<file path="config.mk">
export PLATFORM = sky130hd
export DESIGN_NAME = conv3x3_feeder
export DESIGN_NICKNAME = d
export VERILOG_FILES = /design/src/rtl/conv_pkg.sv /design/src/rtl/tag_delay.sv /design/src/rtl/conv3x3_feeder.sv
export SDC_FILE = /design/constraint.sdc
export NUM_CORES = 1
export LEC_CHECK = 0
export CAP_MARGIN = 10
export CORE_UTILIZATION = 52
export CTS_CLUSTER_SIZE = 30
export DETAILED_ROUTE_END_ITERATION = 16
export PLACE_DENSITY = 0.84
export SETUP_SLACK_MARGIN = 0.3
export SYNTH_ARGS = -nofsm -noshare
export SYNTH_HDL_FRONTEND = slang
export SYNTH_SLANG_ARGS = --single-unit
export TNS_END_PERCENT = 30
</file>
<file path="constraint.sdc">
create_clock -name clk -period 6.4 [get_ports clk]
set_clock_uncertainty 0.05 [all_clocks]
set_input_delay 0.64 -clock clk [delete_from_list [all_inputs] [get_ports clk]]
set_output_delay 0.64 -clock clk [all_outputs]
set_load 0.03 [all_outputs]
</file>
<file path="src/rtl/conv_pkg.sv">
// Shared definitions for the 3x3 convolution feeder: kernel ctrl encodings,
// sequencer states and the byte lanes of a three-row sample word.
package conv_pkg;

  localparam logic [3:0] CTRL_HOLD   = 4'b0100;
  localparam logic [3:0] CTRL_STOREW = 4'b0001;
  localparam logic [3:0] CTRL_LSB    = 4'b0010;
  localparam logic [3:0] CTRL_CIRC   = 4'b0100;

  typedef enum logic [1:0] {
    IDLE   = 2'd0,
    WLOAD  = 2'd1,
    STREAM = 2'd2,
    FLUSH  = 2'd3
  } state_t;

  localparam int unsigned LANE1_OFS = 0;
  localparam int unsigned LANE2_OFS = 8;
  localparam int unsigned LANE3_OFS = 16;

  function automatic logic [7:0] lane_sample(input logic [23:0] x, input int unsigned ofs);
    return x[ofs +: 8];
  endfunction

endpackage

</file>
<file path="src/rtl/tag_delay.sv">
// Shift register carrying the {live, phase} tag of every output cycle so the
// result bus and the carry-select bit line up with the kernel's latency.
module tag_delay #(
  parameter int unsigned DEPTH = 9
) (
  input  logic       clk,
  input  logic       rst,
  input  logic [1:0] tag_i,
  output logic [1:0] tap_o,
  output logic       pre_phase_o
);

  logic [1:0] stage_q [DEPTH];
  logic [1:0] stage_d [DEPTH];

  always_comb begin
    stage_d[0] = tag_i;
    for (int i = 1; i < DEPTH; i++) begin
      stage_d[i] = stage_q[i-1];
    end
  end

  always_ff @(posedge clk or posedge rst) begin
    if (rst) begin
      for (int i = 0; i < DEPTH; i++) begin
        stage_q[i] <= 2'b00;
      end
    end else begin
      stage_q <= stage_d;
    end
  end

  assign tap_o       = stage_q[DEPTH-1];
  // Feeds a registered output, so take the stage one ahead of LAT-1.
  assign pre_phase_o = stage_q[DEPTH-3][0];

endmodule

</file>
<file path="src/rtl/conv3x3_feeder.sv">
// Sequencer for the 3x3 systolic kernel: weight load, LSB/circulate sample
// slots, flush, and tagging of the kernel's byte-serial result bus.
module conv3x3_feeder
  import conv_pkg::*;
#(
  parameter int unsigned N_X = 6,
  parameter int unsigned LAT = 8
) (
  input  logic        clk,
  input  logic        rst,
  input  logic        start,
  input  logic        w_valid,
  output logic        w_ready,
  input  logic [3:0]  w_data,
  input  logic        x_valid,
  output logic        x_ready,
  input  logic [23:0] x_data,
  output logic [7:0]  k_in1,
  output logic [7:0]  k_in2,
  output logic [7:0]  k_in3,
  output logic [7:0]  k_yaux,
  output logic [3:0]  k_ctrl,
  output logic        busy,
  output logic        done,
  output logic        res_valid,
  output logic        res_hi,
  output logic        underrun
);

  state_t     state_q, state_d;
  logic       phase_q, phase_d;
  logic [1:0] wcnt_q, wcnt_d;
  logic [7:0] scnt_q, scnt_d;
  logic [7:0] fcnt_q, fcnt_d;
  logic [7:0] k_in1_q, k_in1_d, k_in2_q, k_in2_d, k_in3_q, k_in3_d;
  logic [3:0] k_ctrl_q, k_ctrl_d, ctrl_d;
  logic       w_ready_q, w_ready_d, x_ready_q, x_ready_d;
  logic       busy_q, busy_d, done_q, done_d, underrun_q, underrun_d;
  logic [1:0] tag_d, tag_tap;
  logic       pre_phase;

  always_comb begin
    state_d    = state_q;
    phase_d    = phase_q;
    wcnt_d     = wcnt_q;
    scnt_d     = scnt_q;
    fcnt_d     = fcnt_q;
    k_in1_d    = k_in1_q;
    k_in2_d    = k_in2_q;
    k_in3_d    = k_in3_q;
    ctrl_d     = CTRL_HOLD;
    done_d     = 1'b0;
    underrun_d = underrun_q;
    tag_d      = 2'b00;
    case (state_q)
      IDLE: begin
        k_in1_d = 8'h00;
        k_in2_d = 8'h00;
        k_in3_d = 8'h00;
        if (start) begin
          state_d    = WLOAD;
          phase_d    = 1'b0;
          wcnt_d     = 2'd0;
          underrun_d = 1'b0;
        end else begin
          state_d = IDLE;
        end
      end
      WLOAD: begin
        if (!phase_q) begin
          if (w_valid) begin
            ctrl_d  = CTRL_STOREW;
            k_in1_d = {4'b0000, w_data};
            k_in2_d = {4'b0000, w_data};
            k_in3_d = {4'b0000, w_data};
            phase_d = 1'b1;
          end else begin
            // Chain frozen while the weight source stalls; slot start retried.
            ctrl_d  = CTRL_HOLD;
            k_in1_d = 8'h00;
            k_in2_d = 8'h00;
            k_in3_d = 8'h00;
          end
        end else begin
          ctrl_d  = CTRL_STOREW;
          phase_d = 1'b0;
          if (wcnt_q == 2'd2) begin
            state_d = STREAM;
            scnt_d  = 8'd0;
          end else begin
            wcnt_d = wcnt_q + 2'd1;
          end
        end
      end
      STREAM: begin
        if (!phase_q) begin
          ctrl_d  = CTRL_LSB;
          tag_d   = 2'b10;
          phase_d = 1'b1;
          if (x_valid) begin
            k_in1_d = lane_sample(x_data, LANE1_OFS);
            k_in2_d = lane_sample(x_data, LANE2_OFS);
            k_in3_d = lane_sample(x_data, LANE3_OFS);
          end else begin
            k_in1_d    = 8'h00;
            k_in2_d    = 8'h00;
            k_in3_d    = 8'h00;
            underrun_d = 1'b1;
          end
        end else begin
          ctrl_d  = CTRL_CIRC;
          tag_d   = 2'b11;
          phase_d = 1'b0;
          if (scnt_q == 8'(N_X - 1)) begin
            state_d = FLUSH;
            fcnt_d  = 8'd0;
          end else begin
            scnt_d = scnt_q + 8'd1;
          end
        end
      end
      FLUSH: begin
        k_in1_d = 8'h00;
        k_in2_d = 8'h00;
        k_in3_d = 8'h00;
        ctrl_d  = phase_q ? CTRL_CIRC : CTRL_LSB;
        phase_d = ~phase_q;
        if (fcnt_q == 8'(LAT - 1)) begin
          done_d  = 1'b1;
          state_d = IDLE;
          phase_d = 1'b0;
        end else begin
          fcnt_d = fcnt_q + 8'd1;
        end
      end
      default: begin
        state_d = IDLE;
      end
    endcase
    k_ctrl_d  = {pre_phase, ctrl_d[2:0]};
    w_ready_d = (state_d == WLOAD) && !phase_d;
    x_ready_d = (state_d == STREAM) && !phase_d;
    busy_d    = (state_d != IDLE);
  end

  always_ff @(posedge clk or posedge rst) begin
    if (rst) begin
      state_q    <= IDLE;
      phase_q    <= 1'b0;
      wcnt_q     <= 2'd0;
      scnt_q     <= 8'd0;
      fcnt_q     <= 8'd0;
      k_in1_q    <= 8'h00;
      k_in2_q    <= 8'h00;
      k_in3_q    <= 8'h00;
      k_ctrl_q   <= CTRL_HOLD;
      w_ready_q  <= 1'b0;
      x_ready_q  <= 1'b0;
      busy_q     <= 1'b0;
      done_q     <= 1'b0;
      underrun_q <= 1'b0;
    end else begin
      state_q    <= state_d;
      phase_q    <= phase_d;
      wcnt_q     <= wcnt_d;
      scnt_q     <= scnt_d;
      fcnt_q     <= fcnt_d;
      k_in1_q    <= k_in1_d;
      k_in2_q    <= k_in2_d;
      k_in3_q    <= k_in3_d;
      k_ctrl_q   <= k_ctrl_d;
      w_ready_q  <= w_ready_d;
      x_ready_q  <= x_ready_d;
      busy_q     <= busy_d;
      done_q     <= done_d;
      underrun_q <= underrun_d;
    end
  end

  tag_delay #(.DEPTH(LAT + 1)) u_tag_delay (
    .clk         (clk),
    .rst         (rst),
    .tag_i       (tag_d),
    .tap_o       (tag_tap),
    .pre_phase_o (pre_phase)
  );

  assign k_in1     = k_in1_q;
  assign k_in2     = k_in2_q;
  assign k_in3     = k_in3_q;
  assign k_yaux    = 8'h00;
  assign k_ctrl    = k_ctrl_q;
  assign w_ready   = w_ready_q;
  assign x_ready   = x_ready_q;
  assign busy      = busy_q;
  assign done      = done_q;
  assign underrun  = underrun_q;
  assign res_valid = tag_tap[1];
  assign res_hi    = tag_tap[0];

endmodule

</file>
-- After elaboration in Yosys (flattened, before gate mapping)
Index checks and enable logic that the tools add are counted.
- bits in registers: 72
- memories: 0
- bits in latches: 0
- RAM bits: 0
- bits in read-only memories: 0
- logic and storage cells: 111
- bitwise gates (word level): 1
- add/subtract/negate cells: 3
- reductions and logical operators: 16
- div/mod/pow operators: 0
- shifts and indexed selects: 0
- multiplexer cells: 49
- order comparisons: 0
- multipliers: 0
- equal/unequal tests: 19
- operators with widths (kind ; number):
    2-to-1 mux 8 bit ; 14
    case mux 8 bit (3 select lines) ; 3
    case mux 8 bit (2 select lines) ; 2
    != test 2 bit (second input constant) ; 11
    2-to-1 mux 2 bit ; 9
    adder 8 x 1 -> 8 bit (second input constant) ; 2
    == test 8 x 3 -> 1 bit (second input constant) ; 2
    2-to-1 mux 1 bit ; 12
    AND reduction 4 bit ; 3
    nonzero test 2 bit ; 5
    2-to-1 mux 3 bit ; 3
    == test 2 bit (second input constant) ; 4
    case mux 2 bit (4 select lines) ; 1
    case mux 3 bit (2 select lines) ; 1
    AND reduction 5 bit ; 1
    == test 2 x 1 -> 1 bit (second input constant) ; 2
    2-to-1 mux 4 bit ; 1
    case mux 1 bit (4 select lines) ; 1
    case mux 2 bit (2 select lines) ; 1
    OR reduction 2 bit ; 2
    adder 2 x 1 -> 2 bit (second input constant) ; 1
    logical AND 1 bit ; 2
    logical NOT 2 bit ; 1
    case mux 1 bit (2 select lines) ; 1
    other kinds (3) ; 3

-- Longest topological paths before layout
- depth after elaboration: 6
- depth in mapped cells: 8

-- Cells and area by module
A second synthesis with hierarchy kept.
- cells, all modules: 274
- area total of the unflattened synthesis: 3020.4 µm²
- modules (own cells, without submodules) (module ; instances ; seq. area each (µm²) ; cells an instance ; area an instance (µm²)):
    conv3x3_feeder ; 1 ; 1352.5 ; 255 ; 2566.2
    tag_delay ; 1 ; 450.4 ; 19 ; 454.2

-- Worst setup path after synthesis
OpenSTA, ideal clock, no wires.
- path kind: register -> register
- from: register fcnt_q[0]
- to: register fcnt_q[0]
- library setup time: 0.121 ns
- required time: 6.229 ns
- period minus slack after synthesis: 1.859 ns
- stages on the path, launching flop included: 6
- data arrival time: 1.688 ns
- path slack: 4.541 ns
- path buffers: 0
- cell sequence: dfrtp_1 -> ha_1 -> nand4bb_1 -> or4_4 -> mux2_4 -> a22o_1
- word-level cells in the longest chain between the ends: 3
- RTL lines (element ; RTL line ; RTL):
    start, declared ; conv3x3_feeder.sv:34 ; logic [7:0] fcnt_q, fcnt_d;
    start signal, assigned ; conv3x3_feeder.sv:167 ; fcnt_q <= fcnt_d;
    adder 8 x 1 -> 8 bit / == test 8 x 3 -> 1 bit (equally long branches) ; conv3x3_feeder.sv:133, conv3x3_feeder.sv:128 ;
    2-to-1 mux 8 bit / != test 2 bit (equally long branches) ; - ;
    case mux 8 bit (2 select lines) / AND reduction 4 bit (equally long branches) ; - ;
Several ways; a longest one is shown, not always the timed one. The select of a mux whose other input is x is not followed.
A chain may end at the register's enable or synchronous reset.

-- Final worst setup path
- from: register state_q[0]
- to: register k_in1_q[3] (netlist: k_in1[3])
- word-level cells in the longest chain between the ends: 3
- RTL lines (element ; RTL line ; RTL):
    start, declared ; conv3x3_feeder.sv:30 ; state_t state_q, state_d;
    start signal, assigned ; conv3x3_feeder.sv:163 ; state_q <= state_d;
    == test 2 bit, or another cell as far along ; conv3x3_feeder.sv:55 ; case (state_q)
    OR reduction 2 bit (no source line) / != test 2 bit (equally long branches) ; - ;
    case mux 8 bit (3 select lines) / AND reduction 2 bit (equally long branches) ; - ;
    end signal, assigned ; conv3x3_feeder.sv:168 ; k_in1_q <= k_in1_d;
    end, declared ; conv3x3_feeder.sv:35 ; logic [7:0] k_in1_q, k_in1_d, k_in2_q, k_in2_d, k_in3_q, k_in3_d;
Several ways; a longest one is shown, not always the timed one.

==> summary.txt <==
Clock network
  • CTS tree: built
  • Clock Path Buffers: 2
  • Worst-Skew Late Latency: 0.35 ns
  • Worst-path clk slew: 0.08 ns
  • H-tree Lvls: 3
  • Setup Buffers After CTS: 0
  • PostCTS Resize Cnt: 0
  • # hold bufs at CTS: 0
  • CTS sink count: 71
  • CTS buffer count: 9
  • CTS root buffer: clkbuf_8

Route
  • Vias/cell: 5.48
  • DRT Wirelength: 6.19 mm
  • Drt pass-1 iters: 4
  • Detailed-route via count: 2269
  • DRC violation total after the first TritonRoute iteration: 140
  • Per-cell routed wire length: 14.9 um
  • Residual DRC count: 0
  • Remaining antenna violation count: 0

STA
  • Final hold slack: 0.301 ns
  • Final setup fails: 0
  • Fin. max-slew vios: 0
  • RSZ-0062 raised after global routing: no
  • Endpoints failing hold: 0
  • Slew @ Worst Pin: 1.10 ns
  • Final setup TNS: 0 ns
  • Crit path time final: 2.56 ns
  • Slew margin rel.: 26.5%
  • Period Utilization, post-route: 40.0%
  • Fmax: 0.391 GHz

Setup path
  • Worst path arrival time: 2.68 ns
  • Max stage delay on crit path: 0.91 ns
  • Worst setup EP type: flop
  • Cell breakdown of the critical path: nand2b_2, inv_1, o21a_1, o21ai_0
  • Slowest CP cell: o21a_1
  • Maximum fanout along the worst path: 36
  • Kind of start point of the critical path: flop
  • Worst endpoint required time: 6.53 ns
  • Crit Path Class: flop to flop

Global route
  • Gr usage total: 21.9%
  • Vias in the first global route: 2091
  • GRT overflow: 0
  • Largest net degree at the start of global routing: 72
  • First-pass GRT wire length: 10.0 mm
  • Initial antenna violation count: 0

Layout
  • Fillcell total: 401
  • Antenna Cells: 0
  • Fraction of layout cells with a size suffix above 1: 7.89%
  • Synthesis-to-finish area growth: 28.5%
  • Final nets: 374

Floorplan
  • Die area: 0.00606 sq mm
  • Die Wd: 77.9 um
  • Ports: 76
  • Area of the core: 0.00554 sq mm
  • Starting density of the core: 54.0%
  • Die Y-Extent: 77.9 um
  • Row cnt: 27

Logic synthesis
  • Syn Std Cell Area: 0.00299 sq mm
  • Count leader, synth: dfrtp_1
  • Post-synth top flop: dfrtp_1
  • Synthesized instance count: 271
  • Largest family of logic cells by synthesized area: compound AO/OA/AOI/OAI gates
  • FFs w/ async S/R, synth: 100%
  • Post-synth EDFFs: 0
  • Ranking of synthesized cells by area: dfrtp_1, a22o_1, nand2_1
  • Sequential element share of the synthesized area: 59.4%
  • Synth Area in Adders: 1.67%
  • Synth Area in Compound Gates: 15.3%
  • Post-synthesis simple-gate area fraction: 15.0%
  • Synth top cells by count: dfrtp_1, nand2_1, o21ai_0
  • Leading area contributor after synthesis: dfrtp_1
  • Syn. warnings: 0
  • Post-synthesis mux area share: 1.84%
  • Synth cell types: 46
  • Synthesized flop and latch total: 71
  • Share of Yosys cell area claimed by the top area cell type: 58.5%
  • Post-Synth XOR/XNOR Area: 1.76%
  • Avg Inst Size Synth: 11.0 sq um

Placed design
  • Gpl congestion: 0.828
  • I/O Buffers: 67
  • DP HPWL: 4.30 mm

Flow run
  • Max-cap viol count: 0

Min path
  • Min-Delay Path Class: flop to flop

Power and ir drop
  • Pwr Density: 421 mW/mm^2
  • Peak supply drop: 0.000242 V
  • Leakage: 1.71 nW

Run status
  • Status: complete, no violations
[layout make-up]
cell class              instances  area [sq um]  share of cell area [%]
repair buffers                 68           678                    17.6
well taps                      72          90.1                    2.34
flip-flops and latches         71          1780                    46.2
clock buffers                   9           124                    3.22
clock inverters                 7          52.6                    1.37
inverters                       8          30.0                   0.781
multi-input cells             179          1090                    28.4
[cell usage in the layout (no fill, tap or decap), types with 7 or more instances in the layout]
cell type and instances:
nor2_1 10, clkbuf_8 9, dfrtp_1 70, nand3_1 7, nand2_1 31, conb_1 8
a22o_1 16, clkdlybuf4s50_1 67, o21ai_0 21, a21oi_1 17, inv_1 7
[power by group]
group	switching [mW]	total, mW	internal [mW]	leakage (nW)
combinational	0.347	0.597	0.251	0.680
clock	0.179	0.323	0.144	0.0908
sequential	0.118	0.700	0.582	0.941
total	0.643	1.62	0.977	1.71
[cells by family after synthesis]
family,Yosys count
simple gates,86
flops,71
compound gates,70
buf+inv,28
xor+xnor,6
mux,5
fa+ha+maj,4
other cells,1
[metrics by stage]
step                utilization (%)  instance area [sq um]  instances  setup WS [ns]  total power [mW]
global route                   69.4                   3850        414           3.61              1.72
global placement               66.2                   3670        398           4.06              1.28
CTS                            69.4                   3850        414           3.86              1.63
detailed placement             66.2                   3670        398           3.88              1.31
floorplan                         -                   3020        278           3.92              1.10
finish                         69.4                   3850        414           3.84              1.62
[path summary, 6_finish.rpt]
kind,start,endpoint,slack [ns],cells past startpoint
max,state_q[0],k_in1[3],3.84,4
min,u_tag_delay.stage_d[11],u_tag_delay.stage_d[9],0.30,0
max reg2reg,state_q[0],k_in1[3],3.84,4
min reg2reg,u_tag_delay.stage_d[11],u_tag_delay.stage_d[9],0.30,0
max in group asynchronous,rst,k_in3[3],4.94,3
min in group asynchronous,rst,u_tag_delay.stage_d[0],0.80,3
[worst max-delay path, delay by kind of cell (launching register included)]
kind                   cells  cell delay, ns
flip-flops                 1            0.59
buffers and inverters      1            0.23
AO/OA/AOI/OAI              2            1.17
AND/OR/NAND/NOR            1            0.34
[routing by layer]
layer | routed length, um | GRT usage, % | vias to the layer above | share of wire (%)
met2 | 2840 | 34.3 | 84 | 46
met5 | 0 | 0 | - | 0
met1 | 2820 | 29.6 | 1095 | 46
met3 | 411 | 4.94 | 12 | 6.6
met4 | 117 | 8.68 | 0 | 1.9
li1 | - | - | 1078 | -
[registers in the layout, summed over array words and instances (netlist names)]
name	cells
busy	1
done	1
fcnt_q	8
k_ctrl	3
k_in1	8
k_in2	8
k_in3	8
phase_q	1
scnt_q	8
state_q	2
u_tag_delay.pre_phase_o	1
u_tag_delay.stage_d	15
u_tag_delay.tap_o	2
underrun	1
w_ready	1
wcnt_q	2
x_ready	1
Note: power is estimated with default switching activity, not from simulation.
